<file path="config.mk">
export PLATFORM = sky130hd
export DESIGN_NAME = uart_message_loader
export DESIGN_NICKNAME = d
export VERILOG_FILES = /design/src/rtl/uart_message_loader.sv
export SDC_FILE = /design/constraint.sdc
export NUM_CORES = 1
export LEC_CHECK = 0
export CAP_MARGIN = 10
export CORE_UTILIZATION = 30
export DETAILED_ROUTE_END_ITERATION = 8
export DONT_BUFFER_PORTS = 1
export GPL_TIMING_DRIVEN = 0
export PLACE_DENSITY_LB_ADDON = 0.2
export SLEW_MARGIN = 10
export SYNTH_ARGS = -nofsm -noshare
export SYNTH_HDL_FRONTEND = slang
export SYNTH_SLANG_ARGS = --single-unit
</file>
<file path="constraint.sdc">
create_clock -name clk -period 4.8 [get_ports clk]
set_clock_uncertainty 0.2 [all_clocks]
set_input_delay 0.72 -clock clk [delete_from_list [all_inputs] [get_ports clk]]
set_output_delay 0.72 -clock clk [all_outputs]
set_load 0.02 [all_outputs]
</file>
<file path="src/rtl/uart_message_loader.sv">
// rtl/uart_message_loader.sv - UART hex-character receiver feeding a double-buffered 16-char message bus
// Optional build macro LOADER_PARITY_EN selects 8E1 framing and enables the sticky parity_err flag.
module uart_message_loader #(
    parameter int CLKS_PER_BIT = 43
) (
    input  logic        clk,
    input  logic        reset,
    input  logic        rx,
    output logic [63:0] message,
    output logic        msg_valid,
    output logic [4:0]  char_count,
    output logic        frame_err,
    output logic        char_err,
    output logic        parity_err
);
    localparam int CW = $clog2(CLKS_PER_BIT);
    localparam logic [CW-1:0] BIT_LAST  = CW'(CLKS_PER_BIT - 1);
    localparam logic [CW-1:0] HALF_LAST = CW'(CLKS_PER_BIT / 2 - 1);
    localparam logic [63:0]   MSG_RESET = 64'h0123_4567_89AB_CDEF;

    typedef enum logic [2:0] {
        IDLE,
        START,
        DATA,
`ifdef LOADER_PARITY_EN
        PARITY,
`endif
        STOP,
        WAIT_HIGH
    } state_t;

    state_t         state_q, state_d;
    logic           rx_meta_q, rx_sync_q;
    logic [CW-1:0]  cnt_q, cnt_d;
    logic [2:0]     bit_idx_q, bit_idx_d;
    logic [7:0]     shift_q, shift_d;
    logic [7:0]     byte_q, byte_d;
    logic           byte_vld_q, byte_vld_d;
    logic           frame_err_q, frame_err_d;
    logic           char_err_q, char_err_d;
    logic [63:0]    shadow_q, shadow_d;
    logic [63:0]    message_q, message_d;
    logic           msg_valid_q, msg_valid_d;
    logic [4:0]     count_q, count_d;
`ifdef LOADER_PARITY_EN
    logic           par_bad_q, par_bad_d;
    logic           parity_err_q, parity_err_d;
`endif

    logic           is_hex;
    logic [3:0]     code;
    logic [3:0]     slot;
    logic [63:0]    written;

    // Receive framing: every sample lands mid-bit, counted from the half-bit point of the start bit.
    always_comb begin
        state_d     = state_q;
        cnt_d       = cnt_q;
        bit_idx_d   = bit_idx_q;
        shift_d     = shift_q;
        byte_d      = byte_q;
        byte_vld_d  = 1'b0;
        frame_err_d = frame_err_q;
`ifdef LOADER_PARITY_EN
        par_bad_d    = par_bad_q;
        parity_err_d = parity_err_q;
`endif
        case (state_q)
            IDLE: begin
                if (!rx_sync_q) begin
                    state_d = START;
                    cnt_d   = '0;
                end
            end
            START: begin
                if (cnt_q == HALF_LAST) begin
                    cnt_d     = '0;
                    bit_idx_d = '0;
                    state_d   = rx_sync_q ? IDLE : DATA;
                end else begin
                    cnt_d = cnt_q + CW'(1);
                end
            end
            DATA: begin
                if (cnt_q == BIT_LAST) begin
                    cnt_d   = '0;
                    shift_d = {rx_sync_q, shift_q[7:1]};
                    if (bit_idx_q == 3'd7) begin
`ifdef LOADER_PARITY_EN
                        state_d = PARITY;
`else
                        state_d = STOP;
`endif
                    end else begin
                        bit_idx_d = bit_idx_q + 3'd1;
                    end
                end else begin
                    cnt_d = cnt_q + CW'(1);
                end
            end
`ifdef LOADER_PARITY_EN
            PARITY: begin
                if (cnt_q == BIT_LAST) begin
                    cnt_d     = '0;
                    par_bad_d = rx_sync_q ^ (^shift_q);
                    if (rx_sync_q ^ (^shift_q)) parity_err_d = 1'b1;
                    state_d = STOP;
                end else begin
                    cnt_d = cnt_q + CW'(1);
                end
            end
`endif
            STOP: begin
                if (cnt_q == BIT_LAST) begin
                    cnt_d = '0;
                    if (rx_sync_q) begin
                        byte_d  = shift_q;
`ifdef LOADER_PARITY_EN
                        byte_vld_d = !par_bad_q;
`else
                        byte_vld_d = 1'b1;
`endif
                        state_d = IDLE;
                    end else begin
                        frame_err_d = 1'b1;
                        state_d     = WAIT_HIGH;
                    end
                end else begin
                    cnt_d = cnt_q + CW'(1);
                end
            end
            WAIT_HIGH: begin
                if (rx_sync_q) state_d = IDLE;
            end
            default: state_d = IDLE;
        endcase
    end

    always_comb begin
        is_hex = 1'b0;
        code   = 4'd0;
        if (byte_q >= 8'h30 && byte_q <= 8'h39) begin
            is_hex = 1'b1;
            code   = byte_q[3:0];
        end else if ((byte_q >= 8'h41 && byte_q <= 8'h46) ||
                     (byte_q >= 8'h61 && byte_q <= 8'h66)) begin
            is_hex = 1'b1;
            code   = byte_q[3:0] + 4'd9;
        end
    end

    // Shadow fill and commit; the 16th character commits the buffer including itself.
    always_comb begin
        shadow_d    = shadow_q;
        count_d     = count_q;
        message_d   = message_q;
        msg_valid_d = 1'b0;
        char_err_d  = char_err_q;
        slot        = 4'd15 - count_q[3:0];
        written     = shadow_q;
        written[{slot, 2'b00} +: 4] = code;
        if (byte_vld_q) begin
            if (is_hex) begin
                if (count_q == 5'd15) begin
                    message_d   = written;
                    msg_valid_d = 1'b1;
                    shadow_d    = '0;
                    count_d     = '0;
                end else begin
                    shadow_d = written;
                    count_d  = count_q + 5'd1;
                end
            end else if (byte_q == 8'h0D) begin
                if (count_q != 5'd0) begin
                    message_d   = shadow_q;
                    msg_valid_d = 1'b1;
                    shadow_d    = '0;
                    count_d     = '0;
                end
            end else if (byte_q != 8'h0A) begin
                char_err_d = 1'b1;
            end
        end
    end

    always_ff @(posedge clk) begin
        if (reset) begin
            rx_meta_q   <= 1'b1;
            rx_sync_q   <= 1'b1;
            state_q     <= IDLE;
            cnt_q       <= '0;
            bit_idx_q   <= '0;
            shift_q     <= '0;
            byte_q      <= '0;
            byte_vld_q  <= 1'b0;
            frame_err_q <= 1'b0;
            char_err_q  <= 1'b0;
            shadow_q    <= '0;
            message_q   <= MSG_RESET;
            msg_valid_q <= 1'b0;
            count_q     <= '0;
`ifdef LOADER_PARITY_EN
            par_bad_q    <= 1'b0;
            parity_err_q <= 1'b0;
`endif
        end else begin
            rx_meta_q   <= rx;
            rx_sync_q   <= rx_meta_q;
            state_q     <= state_d;
            cnt_q       <= cnt_d;
            bit_idx_q   <= bit_idx_d;
            shift_q     <= shift_d;
            byte_q      <= byte_d;
            byte_vld_q  <= byte_vld_d;
            frame_err_q <= frame_err_d;
            char_err_q  <= char_err_d;
            shadow_q    <= shadow_d;
            message_q   <= message_d;
            msg_valid_q <= msg_valid_d;
            count_q     <= count_d;
`ifdef LOADER_PARITY_EN
            par_bad_q    <= par_bad_d;
            parity_err_q <= parity_err_d;
`endif
        end
    end

    assign message    = message_q;
    assign msg_valid  = msg_valid_q;
    assign char_count = count_q;
    assign frame_err  = frame_err_q;
    assign char_err   = char_err_q;
`ifdef LOADER_PARITY_EN
    assign parity_err = parity_err_q;
`else
    assign parity_err = 1'b0;
`endif

endmodule
</file>
==> reports/qor.yml, run 1 <==
status: "finished, final reports clean"
synth_edf_count: 0
synth_area_um2: 7320
areaGrowthSynthToFinish_pct: 13.7
ys_top_cells_by_area: "dfxtp_1, a22o_1, mux2i_1"
max_cap_viol_count: 0
peakVddDrop_mv: 0.212
yosys.area_share.simple_pct: 11.9
critical_path_class: "flip-flop to flip-flop"
hold_viol: 0
dieHeight_um: 158
p_leak_nw: 2.96
max_clock_freq_mhz: 288
drc: 0
fp.dieW_um: 158
io_pins: 76
gp_congestion: 0.824
grt_pass1_wl_mm: 34.3
yosys.area.top_type_share_pct: 45.7
cts_num_sinks: 167
setup_violations: 0
grt_pass1_vias: 5609
vias: 5764
drt-initial-drc-count: 395
antenna_cells: 0
synthMuxAreaShare_pct: 5.97
synth-compound-area-share_pct: 28.1
worst_slew_pin_slew_ns: 0.966
yosysTopAreaCell: "dfxtp_1"
drive_gt1_share_pct: 13.2
clockBufferDepth: 2
rsz0062_at_grt: "no"
grt_max_degree: 17
cts_setup_buffers: 0
fin_cells: 1099
antenna_found_initial: 0
synthFlopType: "dfxtp_1"
start_kind: "flip-flop"
synth_area_per_cell_um2: 9.79
clk_pin_slew_ns: 0.07
min_period_ns: 3.47
cts_tree: "done"
synth_xor_area_share_pct: 0.598
synth.distinct_cells: 73
clock_latency_ns: 0.43
ys_seq_elements: 167
track_usage_pct: 18.6
dp_hpwl_mm: 15.8
start_util_pct: 30.9
ys_top_cells_by_count: "dfxtp_1, a22o_1, nand2_1, a21oi_1, mux2i_1"
cp-end-kind: "flip-flop"
cp.required_ns: 4.91
routed_wl_mm: 22.4
synth_warnings: 0
nets: 781
post-place-cells: 1067
grt-ovfl-total: 0
r2r_slack_ns: 1.33
setup-tns-final_ns: 0
hold_buffers: 0
cts_root_buf: "clkbuf_16"
crit_path_max_fanout: 9
final_core_util_pct: 35.2
viasPerCell: 5.24
drtAntennaViolNets: 0
fin_crit_sh_pct: 72.3
drt-pass1-iter-count: 6
drv_slew: 0
ys_seq_area_share_pct: 45.7
wire_per_inst_um: 20.4
core_area_um2: 23700
cts_resized: 0
hold_class: "input port to flip-flop"
holdWs_ns: 0.187
io_buffers: 0
arrival_ns: 3.58
rows: 56
relSlewSlack_pct: 35.1
numCtsBuffers: 17
synth_fp_nets: 762
fp.dieArea_um2: 25000
async_flop_share_pct: 0
synth.most_common_cell: "dfxtp_1"
synth_cells: 748
p_per_area_nw_per_um2: 343
synth_top_family_by_area: "compound AO/OA/AOI/OAI gates"
htree_levels: 4
synthAdderAreaFrac_pct: 1.88
-- per-layer routing --
metal	track usage (%)	part of all wire, %	vias up
li1	-	-	2828
met1	24.4	46	2771
met2	28.5	45	135
met3	5.01	6.1	30
met4	7.60	2.7	0
met5	0	0	-
-- final timing paths --
check / start / to / cells after the start
max: char_count[1] / message[57] / 9
min: rx / rx_meta_q / 1
max reg2reg: char_count[1] / message[57] / 9
min reg2reg: rx_meta_q / rx_sync_q / 1
-- stage by stage --
stage | area (µm²) | worst slack, ns | total power, W
detailed placement | 7720 | 1.35 | 0.00148
global route | 8330 | 1.09 | 0.00294
floorplan | 7320 | 2.03 | 0.00146
finish | 8330 | 1.33 | 0.00286
CTS | 8330 | 1.33 | 0.00288
global placement | 7720 | 1.35 | 0.00148
-- report_power, final --
part | switching (W) | internal, W
sequential | 0.00000134 | 0.00139
clock | 0.000609 | 0.000804
combinational | 0.0000394 | 0.0000160
total | 0.000650 | 0.00221
-- layout by cell type (no fill, tap or decap), types with 4 or more instances in the layout --
master and count:
nand2b_1 7, nand2_1 54, clkinv_4 4, o31ai_1 10
a22o_1 60, mux2i_1 41, nor2b_1 7, a311oi_1 4
o22ai_4 8, clkbuf_16 17, inv_1 16, a22oi_1 7
dfxtp_1 167, clkbuf_1 28, a32oi_1 5, ha_1 11
o2bb2ai_1 4, buf_2 19, o21ai_1 25, and3_1 7
buf_6 9, buf_1 4, o22ai_1 29, a31oi_1 25
o21ai_0 25, nor2_1 39, nand3_1 8, a21oi_1 47
nor3_1 7
-- kinds of logic (layout without fill, tap and decap cells) --
kind of cell / Yosys count / after routing
AOI/OAI and AO/OA: 278 / 278
xor gates and xnor gates: 5 / 5
and+or+nand+nor: 161 / 161
adders and majority gates: 11 / 11
buffers and inverters: 82 / 114
DFF: 167 / 167
muxes: 43 / 43
other: 1 / 1
-- critical path, cell delays in order, from the launching register on --
cell      delay (ns)
dfxtp_1         0.50
clkbuf_1        0.34
inv_1           0.08
ha_1            0.27
clkbuf_1        0.34
nand2_1         0.27
a211oi_2        0.64
o21ai_1         0.35
mux2i_1         0.27
o22ai_1         0.09
-- area by class of cell --
type                       instances  area (µm²)
fill                            2472       15400
multi-input combinational        499        3550
sequential                       167        3340
clock buffer                      20         457
tap                              319         399
buffer                            64         360
clock inverter                    12         144
inverter                          18        67.6
-- state kept, by name, summed over array words and instances, names as in the netlist --
signal / cells
shift_q: 8
message: 64
byte_q: 8
char_count: 5
bit_idx_q: 3
cnt_q: 6
rx_sync_q: 1
char_err: 1
shadow_q: 64
state_q: 3
rx_meta_q: 1
msg_valid: 1
frame_err: 1
byte_vld_q: 1
Power figures use the tool's default switching activity.
==> run 2: changes to the inputs <==
- clock period: 4.8 -> 3.5 ns (I/O delays scaled with it)
==> run 2 against run 1 <==
  * Via count rose by 0.57%
  * Critical endpoint is now message[43]
  * Largest cell class unchanged
  * Fmax rose by 7.3%
  * Sequential power rose by 37%
  * Highest routed layer unchanged
  * Non-clock buffer count rose by 1
  * Sequential share of layout area fell by 0.10 points
==> reports/qor.yml, run 2 (synthesis results as in run 1) <==
max_cap_viol_count: 0
status: "finished, final reports clean"
antenna_cells: 0
rsz0062_at_grt: "yes"
cp-end-kind: "flip-flop"
clockBufferDepth: 2
peakVddDrop_mv: 0.293
clk_pin_slew_ns: 0.07
min_period_ns: 3.23
hold_viol: 0
drv_slew: 0
wl_met3_mm: 1.29
fp.dieW_um: 158
htree_levels: 4
fp.dieArea_um2: 25000
final_core_util_pct: 35.2
grt_max_degree: 17
viasPerCell: 5.27
gp_congestion: 0.824
io_pins: 76
routed-wl-met2_mm: 10.1
cp.required_ns: 3.66
max_stage_delay_ns: 0.50
clock_latency_ns: 0.44
r2r_slack_ns: 0.27
layout_commonest_cell: "dfxtp_1"
core_area_um2: 23700
cts_tree: "done"
fillerInstances: 2473
crit_top_cell: "clkbuf_1"
vias: 5797
total_power_w: 0.00392
io_buffers: 0
arrival_ns: 3.40
fin_crit_sh_pct: 92.3
drtAntennaViolNets: 0
antenna_found_initial: 0
grt_pass1_wl_mm: 34.3
areaGrowthSynthToFinish_pct: 14.0
grt-ovfl-total: 0
start_kind: "flip-flop"
relSlewSlack_pct: 35.2
cp_slowest_cell: "dfxtp_1"
setup-tns-final_ns: 0
cts_num_sinks: 167
crit_path_max_fanout: 9
start_util_pct: 30.9
met1_length_mm: 10.4
layout_common_cells: "dfxtp_1, a22o_1, nand2_1"
routed_wl_mm: 22.4
crit_chain: "clkbuf_1 > inv_1 > ha_1 > clkbuf_1 > nand2_1 > a211oi_4 > o21ai_0 > mux2i_1 > o22ai_1"
drc: 0
dieHeight_um: 158
fin_cells: 1100
drt-initial-drc-count: 424
nets: 782
rows: 56
track_usage_pct: 18.6
p_leak_nw: 2.96
worst_slew_pin_slew_ns: 0.965
max_clock_freq_mhz: 309
cts_setup_buffers: 0
critical_path_class: "flip-flop to flip-flop"
routed.top_layer: "met4"
dp_hpwl_mm: 15.8
wire_per_inst_um: 20.4
drive_gt1_share_pct: 13.3
numCtsBuffers: 17
p_per_area_nw_per_um2: 470
hold_class: "input port to flip-flop"
drt-pass1-iter-count: 5
post-place-cells: 1067
grt_pass1_vias: 5612
cts_root_buf: "clkbuf_16"
setup_violations: 0
run 2: cell count changes in the layout (fill, tap and decap cells not counted), sizes merged:
| cell | before | now |
|---|---|---|
| dlygate4sd3 | 0 | 1 |
run 2: power by group:
group | internal [W] | total (W) | switching (W)
combinational | 0.0000227 | 0.0000772 | 0.0000546
clock | 0.00110 | 0.00194 | 0.000837
sequential | 0.00190 | 0.00190 | 0.00000185
total | 0.00303 | 0.00392 | 0.000893
run 2: cell type report:
type / instances / area (µm²) / area share [%]
multi-input cells: 499 / 3570 / 42.7
flip-flops and latches: 167 / 3340 / 40.1
clock buffers: 20 / 457 / 5.47
well taps: 319 / 399 / 4.78
plain buffers: 64 / 360 / 4.32
repair buffers: 1 / 10.0 / 0.120
inverters: 18 / 67.6 / 0.809
clock inverters: 12 / 144 / 1.72
run 2: critical path, delay by kind of cell, from the launching register on:
kind	cells	cell delay, ns
fa+ha+maj	1	0.27
compound gates	3	0.96
buf+inv	3	0.75
mux	1	0.19
flops	1	0.50
simple gates	1	0.29
run 2: through the flow:
stage	hold slack (ns)	worst slack [ns]	cell area, µm²
6_report	0.202	0.268	8350
5_1_grt	0.198	-0.0293	8350
4_1_cts	0.188	0.0324	8340
3_5_place_dp	0.193	0.0518	7720
3_3_place_gp	0.193	0.0535	7720
2_1_floorplan	0.189	0.728	7320
run 2: final timing paths:
kind	start	endpoint	cells past startpoint
max	char_count[1]	message[43]	9
min	reset	message[62]	3
max reg2reg	char_count[1]	message[43]	9
min reg2reg	rx_meta_q	rx_sync_q	1
run 2: metal layers:
layer	vias to the layer above	track usage, %
met5	-	0
met4	0	7.60
met3	30	4.95
met2	134	28.5
met1	2804	24.4
li1	2829	-
run 2: repair_timing:
action / in CTS / in global routing
hold buffers: 1 / 0
endpoints found under the hold margin: 1 / 0
setup endpoints to repair: 0 / 10
resized for setup: 0 / 2
